<file path="src/rtl/usb_rx_pkg.sv">
// Shared PID codes, sync constant and decoder state encoding for the USB receive path.
package usb_rx_pkg;

    typedef enum logic [3:0] {
        PID_NONE  = 4'b0000,
        PID_OUT   = 4'b0001,
        PID_IN    = 4'b1001,
        PID_ACK   = 4'b0010,
        PID_NAK   = 4'b1010,
        PID_STALL = 4'b1110,
        PID_DATA  = 4'b0011
    } pid_t;

    localparam logic [7:0] SYNC_BYTE = 8'h80;

    typedef enum logic [2:0] {
        ST_IDLE,
        ST_PID,
        ST_TOKEN,
        ST_HAND,
        ST_DATA,
        ST_ERR
    } state_t;

    // A PID byte carries its code in the low nibble and the complement in the high nibble.
    function automatic logic pid_is_valid(input logic [7:0] pid_byte);
        logic code_ok;
        case (pid_byte[3:0])
            PID_OUT, PID_IN, PID_ACK, PID_NAK, PID_STALL, PID_DATA: code_ok = 1'b1;
            default:                                                code_ok = 1'b0;
        endcase
        return code_ok && (pid_byte[7:4] == ~pid_byte[3:0]);
    endfunction

endpackage

</file>
<file path="src/rtl/rx_packet_decoder.sv">
// Classifies the received byte stream into PID codes, forwards DATA payload to the
// receive FIFO while withholding the two CRC bytes, latches token bytes, flags framing errors.
module rx_packet_decoder
    import usb_rx_pkg::*;
#(
    parameter int MAX_PAYLOAD = 64
) (
    input  logic        clk,
    input  logic        n_rst,
    input  logic        byte_received,
    input  logic [7:0]  rcv_data,
    input  logic        eop,
    input  logic        fifo_full,
    output logic [3:0]  rx_packet,
    output logic        rx_transfer_active,
    output logic        rx_data_ready,
    output logic        rx_error,
    output logic        w_enable,
    output logic [7:0]  rx_packet_data,
    output logic        fifo_flush,
    output logic [15:0] rx_token
);

    localparam logic [6:0] MAX_CNT = 7'(MAX_PAYLOAD);

    state_t      state_q, state_d;
    logic [3:0]  rx_packet_q, rx_packet_d;
    logic        active_q, active_d;
    logic        ready_q, ready_d;
    logic        error_q, error_d;
    logic        w_enable_q, w_enable_d;
    logic [7:0]  wdata_q, wdata_d;
    logic        flush_q, flush_d;
    logic [15:0] token_q, token_d;
    logic [6:0]  byte_cnt_q, byte_cnt_d;
    logic [7:0]  hold0_q, hold0_d;
    logic [7:0]  hold1_q, hold1_d;
    logic [1:0]  held_q, held_d;

    always_ff @(posedge clk or negedge n_rst) begin
        if (!n_rst) begin
            state_q     <= ST_IDLE;
            rx_packet_q <= PID_NONE;
            active_q    <= 1'b0;
            ready_q     <= 1'b0;
            error_q     <= 1'b0;
            w_enable_q  <= 1'b0;
            wdata_q     <= 8'h00;
            flush_q     <= 1'b0;
            token_q     <= 16'h0000;
            byte_cnt_q  <= 7'd0;
            hold0_q     <= 8'h00;
            hold1_q     <= 8'h00;
            held_q      <= 2'd0;
        end else begin
            state_q     <= state_d;
            rx_packet_q <= rx_packet_d;
            active_q    <= active_d;
            ready_q     <= ready_d;
            error_q     <= error_d;
            w_enable_q  <= w_enable_d;
            wdata_q     <= wdata_d;
            flush_q     <= flush_d;
            token_q     <= token_d;
            byte_cnt_q  <= byte_cnt_d;
            hold0_q     <= hold0_d;
            hold1_q     <= hold1_d;
            held_q      <= held_d;
        end
    end

    always_comb begin
        state_d     = state_q;
        rx_packet_d = rx_packet_q;
        error_d     = error_q;
        wdata_d     = wdata_q;
        token_d     = token_q;
        byte_cnt_d  = byte_cnt_q;
        hold0_d     = hold0_q;
        hold1_d     = hold1_q;
        held_d      = held_q;
        w_enable_d  = 1'b0;
        ready_d     = 1'b0;
        flush_d     = 1'b0;

        if (byte_received) begin
            case (state_q)
                ST_IDLE: begin
                    if (rcv_data == SYNC_BYTE) begin
                        state_d     = ST_PID;
                        error_d     = 1'b0;
                        rx_packet_d = PID_NONE;
                    end else begin
                        state_d = ST_ERR;
                        error_d = 1'b1;
                    end
                end
                ST_PID: begin
                    if (pid_is_valid(rcv_data)) begin
                        rx_packet_d = rcv_data[3:0];
                        case (rcv_data[3:0])
                            PID_OUT, PID_IN: begin
                                state_d    = ST_TOKEN;
                                byte_cnt_d = 7'd0;
                            end
                            PID_DATA: begin
                                state_d    = ST_DATA;
                                byte_cnt_d = 7'd0;
                                held_d     = 2'd0;
                            end
                            default: state_d = ST_HAND;
                        endcase
                    end else begin
                        state_d = ST_ERR;
                        error_d = 1'b1;
                    end
                end
                ST_TOKEN: begin
                    if (byte_cnt_q == 7'd2) begin
                        state_d = ST_ERR;
                        error_d = 1'b1;
                    end else begin
                        if (byte_cnt_q == 7'd0) token_d[7:0] = rcv_data;
                        else                    token_d[15:8] = rcv_data;
                        byte_cnt_d = byte_cnt_q + 7'd1;
                    end
                end
                ST_HAND: begin
                    state_d = ST_ERR;
                    error_d = 1'b1;
                end
                ST_DATA: begin
                    // The oldest held byte is known to be payload only once two newer bytes exist behind it.
                    if (held_q == 2'd2) begin
                        if (byte_cnt_q == MAX_CNT || fifo_full) begin
                            state_d = ST_ERR;
                            error_d = 1'b1;
                            flush_d = 1'b1;
                        end else begin
                            w_enable_d = 1'b1;
                            wdata_d    = hold0_q;
                            hold0_d    = hold1_q;
                            hold1_d    = rcv_data;
                            byte_cnt_d = byte_cnt_q + 7'd1;
                        end
                    end else if (held_q == 2'd1) begin
                        hold1_d = rcv_data;
                        held_d  = 2'd2;
                    end else begin
                        hold0_d = rcv_data;
                        held_d  = 2'd1;
                    end
                end
                default: ;
            endcase
        end

        // An eop that exposes a framing error also ends the packet, so it returns straight to IDLE.
        if (eop) begin
            case (state_d)
                ST_PID: begin
                    state_d = ST_IDLE;
                    error_d = 1'b1;
                end
                ST_TOKEN: begin
                    if (byte_cnt_d != 7'd2) error_d = 1'b1;
                    state_d = ST_IDLE;
                end
                ST_DATA: begin
                    if (held_d == 2'd2) begin
                        ready_d = 1'b1;
                    end else begin
                        error_d = 1'b1;
                        flush_d = 1'b1;
                    end
                    state_d = ST_IDLE;
                end
                ST_HAND, ST_ERR: state_d = ST_IDLE;
                default: ;
            endcase
        end

        active_d = (state_d != ST_IDLE);
    end

    assign rx_packet          = rx_packet_q;
    assign rx_transfer_active = active_q;
    assign rx_data_ready      = ready_q;
    assign rx_error           = error_q;
    assign w_enable           = w_enable_q;
    assign rx_packet_data     = wdata_q;
    assign fifo_flush         = flush_q;
    assign rx_token           = token_q;

endmodule

</file>
<file path="config.mk">
export PLATFORM = sky130hd
export DESIGN_NAME = rx_packet_decoder
export DESIGN_NICKNAME = d
export VERILOG_FILES = /design/src/rtl/usb_rx_pkg.sv /design/src/rtl/rx_packet_decoder.sv
export SDC_FILE = /design/constraint.sdc
export NUM_CORES = 1
export LEC_CHECK = 0
export BUFFER_PORTS_ARGS = -buffer_cell sky130_fd_sc_hd__buf_2
export CORE_ASPECT_RATIO = 1.4
export CORE_UTILIZATION = 47
export DETAILED_ROUTE_END_ITERATION = 6
export PLACE_DENSITY = 0.7
export SLEW_MARGIN = 20
export SYNTH_ARGS = -nofsm -noshare
export SYNTH_HDL_FRONTEND = slang
export SYNTH_SLANG_ARGS = --single-unit
</file>
<file path="constraint.sdc">
create_clock -name clk -period 2.9 [get_ports clk]
set_input_delay 0.58 -clock clk [delete_from_list [all_inputs] [get_ports clk]]
set_output_delay 0.58 -clock clk [all_outputs]
set_load 0.02 [all_outputs]
</file>
* Word-level counts from Yosys, hierarchy flattened
Cells that the tools add are included.
** Cells by class
- Reduce and logical (&&, ||, !) cells :: 17
- Muxes and demuxes :: 60
- Add/subtract/negate cells :: 1
- Bitwise logic cells :: 4
- Eq/ne operators :: 27
** Operator list (count)
- $mux W8 :: 6
- $mux W7 :: 6
- $mux W1 :: 26
- $mux W3 :: 8
- $reduce_and A4 Y1 :: 6
- $pmux W7 S3 :: 1
- $pmux W3 S5 :: 1
- $eq A3 B2 Y1 const B :: 4
- $eq A4 B4 Y1 const B :: 3
- $mux W2 :: 5
- $eq A3 B3 Y1 const B :: 3
- $eq A4 B2 Y1 const B :: 2
- $eq A8 B8 Y1 const B :: 1
- $mux W4 :: 2
- $ne A2 B2 Y1 const B :: 4
- $pmux W4 S2 :: 1
- $add A7 B1 Y7 const B :: 1
- $eq A7 B2 Y1 const B :: 1
- $eq A7 B7 Y1 const B :: 1
- $logic_not A7 Y1 :: 1
- $ne A7 B2 Y1 const B :: 1
- $eq A3 B1 Y1 const B :: 2
- $pmux W3 S2 :: 1
- $reduce_or A6 Y1 :: 1
- other kinds (17) :: 21
** Storage, ports and cells
- Word-level logic and storage cells :: 123
- Flip-flop bits (word level) :: 61
- Bits of input ports :: 13

* Logic depth before layout (Yosys ltp)
- Depth after elaboration :: 14
- Mapped depth :: 9
- Mapped depth without buffers :: 9

* Worst setup path before layout
OpenSTA, ideal clock, no wires.
- Path kind :: input to register
- Start point :: in rcv_data[3]
- End point :: reg error_q (netlist: rx_error)
- Path buffers :: 1
- Stages :: 8
- Setup slack :: 0.597 ns
- Data arrival time :: 2.179 ns
- Setup time :: 0.124 ns
- Path through :: buf_4 > xor2_1 > nand4_2 > nor4_4 > or3_1 > a31oi_1 > or2_1 > o31a_1
** Between the ends
- Cells in the longest elaborated chain, start to end :: 13
- Elaborated cells between the ends (all ways) :: 42
** RTL lines
- start: declaration :: RTL line rx_packet_decoder.sv:11 : input logic [7:0] rcv_data,
- $eq A4 B2 Y1 (tied with other cells) :: RTL line usb_rx_pkg.sv:28, rx_packet_decoder.sv:101
- $reduce_or A6 Y1 :: RTL line usb_rx_pkg.sv:28 : case (pid_byte[3:0])
- $mux W1 :: RTL line usb_rx_pkg.sv:28
- $mux W1 :: RTL line rx_packet_decoder.sv:87 : case (state_q)
- $mux W1 :: RTL line rx_packet_decoder.sv:86 : if (byte_received) begin
- $logic_and A1 B1 Y1 :: RTL line usb_rx_pkg.sv:32 : return code_ok && (pid_byte[7:4] == ~pid_byte[3:0]);
- $mux W7 * :: RTL line rx_packet_decoder.sv:99 : if (pid_is_valid(rcv_data)) begin
- $pmux W7 S3 * :: RTL line rx_packet_decoder.sv:87
- $mux W7 * :: RTL line rx_packet_decoder.sv:86
- via byte_cnt_d[0] :: RTL line rx_packet_decoder.sv:35 : logic [6:0] byte_cnt_q, byte_cnt_d;
- $ne A7 B2 Y1 * :: RTL line rx_packet_decoder.sv:166 : if (byte_cnt_d != 7'd2) error_d = 1'b1;
- $mux W1 * :: RTL line rx_packet_decoder.sv:166
- $pmux W1 S3 * :: RTL line rx_packet_decoder.sv:160 : case (state_d)
- $mux W1 * :: RTL line rx_packet_decoder.sv:159 : if (eop) begin
- via error_d :: RTL line rx_packet_decoder.sv:30 : logic error_q, error_d;
- end signal: assignment :: RTL line rx_packet_decoder.sv:60 : error_q <= error_d;
- end: declaration :: RTL line rx_packet_decoder.sv:30
Mark *: on every way through the listed nets, which the timed path passes. The rest lies on a longest branch. The select of a mux whose other input is x is not followed.
A chain may end at the register's enable or synchronous reset.

* Worst setup path in the final report
- Start point :: reg byte_cnt_q[3]
- End point :: reg error_q (netlist: rx_error)
** Between the ends
- Cells in the longest elaborated chain, start to end :: 10
- Elaborated cells between the ends (all ways) :: 29
** RTL lines
- start: declaration :: RTL line rx_packet_decoder.sv:35
- start signal: assignment :: RTL line rx_packet_decoder.sv:65 : byte_cnt_q <= byte_cnt_d;
- $eq A7 B7 Y1 :: RTL line rx_packet_decoder.sv:135 : if (byte_cnt_q == MAX_CNT || fifo_full) begin
- $logic_or A1 B1 Y1 :: RTL line rx_packet_decoder.sv:135
- $mux W7 :: RTL line rx_packet_decoder.sv:135
- $mux W7 :: RTL line rx_packet_decoder.sv:134 : if (held_q == 2'd2) begin
- $pmux W7 S3 * :: RTL line rx_packet_decoder.sv:87
- $mux W7 * :: RTL line rx_packet_decoder.sv:86
- via byte_cnt_d[2] :: RTL line rx_packet_decoder.sv:35
- $ne A7 B2 Y1 * :: RTL line rx_packet_decoder.sv:166
- $mux W1 * :: RTL line rx_packet_decoder.sv:166
- $pmux W1 S3 * :: RTL line rx_packet_decoder.sv:160
- $mux W1 * :: RTL line rx_packet_decoder.sv:159
- via error_d :: RTL line rx_packet_decoder.sv:30
Mark *: on every way through the listed nets, which the timed path passes. The rest lies on a longest branch.

==> results by group <==
Place
  • Final RePlAce weighted congestion: 0.908
  • DP Wirelength: between 4000 and 5000 microns
  • Port bufs: 45

CTS
  • PostCTS Resize Cnt: 0
  • CTS buffer count: 9
  • Hold_buf cts: 0
  • CTS H-Tree Depth: 3
  • Worst-path clk slew: 0.07 ns
  • Max Root-Sink Buffers: 2
  • Clock Sinks: between 60 and 70
  • Root buffer cell: clkbuf_8
  • Insertion delay to the later sink of the worst-skew pair: 0.33 ns
  • TritonCTS clock tree: yes
  • Setup bufs post-CTS: 0

Power
  • Reg power frac: 0.431
  • Internal Power: roughly 1.9 mW
  • Clock power share: 0.304
  • Switching power: approximately 0.84 mW
  • Pwr Density: 741 nW/um^2
  • Switch share: 0.309
  • Maximum vdd drop: 0.000500 V
  • Leak Pwr: 1.77 nW
  • PnR Total Power: 2.70 mW
  • Combinational share of power: 0.265

Routing
  • Final ANT Viol Nets: 0
  • Post-Route WL: between 6000 and 7000 microns
  • Vias/cell: 5.77
  • DRT iter0 DRCs: 142
  • # DRC: 0
  • Initial DRT Pass Iterations: 6
  • WL/cell: 15.8 microns
  • Via count: about 2,300

Setup path
  • Crit Path Max Fanout: 6
  • CP endpoint: rx_error
  • CP endpoint kind: flip-flop
  • Critical Path Source Type: flip-flop
  • Critical Path RT: 3.12 ns
  • Crit path DAT: around 2.6 ns
  • Crit path kind: reg2reg
  • Reg2Reg Depth: 7
  • R2r endpoint: rx_error
  • Worst Setup SP: byte_cnt_q[3]
  • Worst R2R Start: byte_cnt_q[3]
  • R2R Setup Slk: 0.49 ns

Yosys
  • Synth Net Count: about 300
  • Async set or reset register ratio after synthesis: 1.00
  • Synthesized flop and latch total: 61
  • Synthesized area per cell: 11.1 sq um
  • Post-synth top area cell: dfrtp_1
  • Sequential share of the synthesized area: 0.489
  • Post-synth top flop: dfrtp_1
  • Post-synth EDFFs: 0
  • Synth top area cells: dfrtp_1 (49%), mux2_2 (11%), nand2_1 (2.9%)
  • Mapped Cells: 280
  • Number of library cell types mapped by synthesis: 58
  • YS warnings: 0
  • Synthesized area: 3120 sq um
  • Share of the synthesized area in the top cell type: 0.489

Cells and area
  • NumNets Final: 349
  • Area delta synth->final: 16.8%
  • Ant. Diodes: 0
  • Layout cell share with drive strength beyond 1: 0.346
  • Post-layout util: 0.579

STA
  • Slew @ Worst Pin: a little over 0.6 ns
  • Period utilization: 0.830
  • Final hold slack: 0.246 ns
  • Unrepaired setup endpoints after global routing: false
  • Max Slew Vio Count: 0
  • Clk_skew: 0.00647 ns
  • Final number of hold-violating endpoints: 0
  • Final min period: 2.41 ns
  • Setup tns final: 0 ns
  • Max_slew headroom: 0.590
  • Final Setup Violations: 0
  • Fmax: 416 MHz

Floorplanning
  • Site Rows: 34
  • Core area: ~6300 sq um
  • IO Count: 46
  • Initial Utilization: 0.496
  • Die Footprint: around 7000 sq um
  • Die Y: 98.4 microns
  • DIE WIDTH: a little over 70 microns

Global routing
  • First-pass GRT wire length: 10,800 microns
  • Largest net degree at the start of global routing: 62
  • Vias in the first global route: 2,335
  • Initial antenna violation count: 0
  • Grt ovf: 0
  • GR Util All Layers: 0.200

Job
  • Max-Cap Viols: 0

Min path
  • HP Class: in2async

Run status
  • Status: complete, no violations
how the worst min path moves through the flow:
stage | startpoint | endpoint | slack [ns] | depth (start not counted)
after floorplan | n_rst | byte_cnt_q[0] | 0.28 | 0
after global placement | hold0_q[2] | hold0_q[2] | 0.46 | 2
after detailed placement | hold0_q[4] | hold0_q[4] | 0.47 | 2
after CTS | n_rst | rx_token[5] | 0.24 | 2
after global routing | n_rst | rx_packet_data[4] | 0.26 | 2
final | n_rst | hold0_q[4] | 0.25 | 2
through the flow:
step	worst slack (ns)	area [sq um]	std cells
after floorplan	0.597	3120	280
after global placement	0.388	3430	392
after detailed placement	0.330	3430	392
after CTS	0.510	3640	407
after global routing	0.344	3640	407
final	0.494	3640	407
state kept, by name, summed over array words and instances (netlist names):
name / count
hold1_q: 8
rx_error: 1
state_q: 3
held_q: 2
hold0_q: 8
rx_data_ready: 1
rx_transfer_active: 1
w_enable: 1
rx_packet: 4
rx_token: 16
fifo_flush: 1
rx_packet_data: 8
byte_cnt_q: 7
cell usage after synthesis, types with 3 or more instances:
cell type   n
dfrtp_1    61
mux2_2     31
nand2_1    24
o21ai_0    17
nor2_1     14
a21oi_1     9
nor2b_1     9
inv_1       8
mux2i_1     8
nand2b_1    6
a31o_2      5
ha_1        5
xor2_1      5
a31oi_1     4
buf_4       4
nand4_1     4
or2_2       4
a41oi_1     3
buf_2       3
nand4b_1    3
nor3_1      3
or3_1       3
placed cells by master, fill, tap and decap left out, types with 5 or more instances in the layout:
cell type / count
a21oi_1: 9
a31o_2: 5
buf_2: 45
clkbuf_8: 10
dfrtp_1: 61
ha_1: 5
inv_1: 8
mux2_2: 31
mux2i_1: 8
nand2_1: 24
nand2b_1: 6
nor2_1: 14
nor2b_1: 9
o21ai_0: 17
xor2_1: 5
metal layers:
layer	track usage	routed length, microns	part of all wire	vias to the layer above
li1	-	-	-	1133
met1	0.243	2820	0.44	1145
met3	0.0450	216	0.034	17
met5	0	0	0	-
met4	0.120	195	0.030	0
met2	0.325	3210	0.50	54
final cells by class:
class | instances | area, sq um
Sequential cell | 61 | 1530
Fill cell | 555 | 2650
Clock inverter | 4 | 72.6
Clock buffer | 11 | 141
Multi-Input combinational cell | 200 | 1510
Timing Repair Buffer | 50 | 275
Tap cell | 72 | 90.1
Inverter | 9 | 33.8
critical path, stage by stage, from the launching register on:
cell and delay (ns):
dfrtp_1 0.45, nor4_2 0.50, a31oi_1 0.19, a21oi_1 0.32, o32ai_1 0.17, a22o_1 0.26
nand4b_1 0.17, o31a_1 0.24
power by group through the flow:
stage / Combinational, mW / Clock, mW / Sequential (mW)
after floorplan: 0.455 / 0 / 1.23
after global placement: 0.708 / 0 / 1.18
after detailed placement: 0.719 / 0 / 1.18
after CTS: 0.722 / 0.847 / 1.17
after global routing: 0.797 / 0.880 / 1.19
final: 0.716 / 0.822 / 1.16
kinds of logic (layout without fill, tap and decap cells):
kind of cell / Yosys count / count (layout) / share of synthesized area
adder cells (fa/ha/maj): 5 / 5 / 0.0200
buffers and inverters: 19 / 74 / 0.0289
XOR/XNOR: 6 / 6 / 0.0168
flip-flops: 61 / 61 / 0.489
multiplexers: 39 / 39 / 0.137
AND/OR/NAND/NOR: 87 / 87 / 0.164
AO/OA/AOI/OAI: 63 / 63 / 0.144
Note: power is estimated with default switching activity, not from simulation.
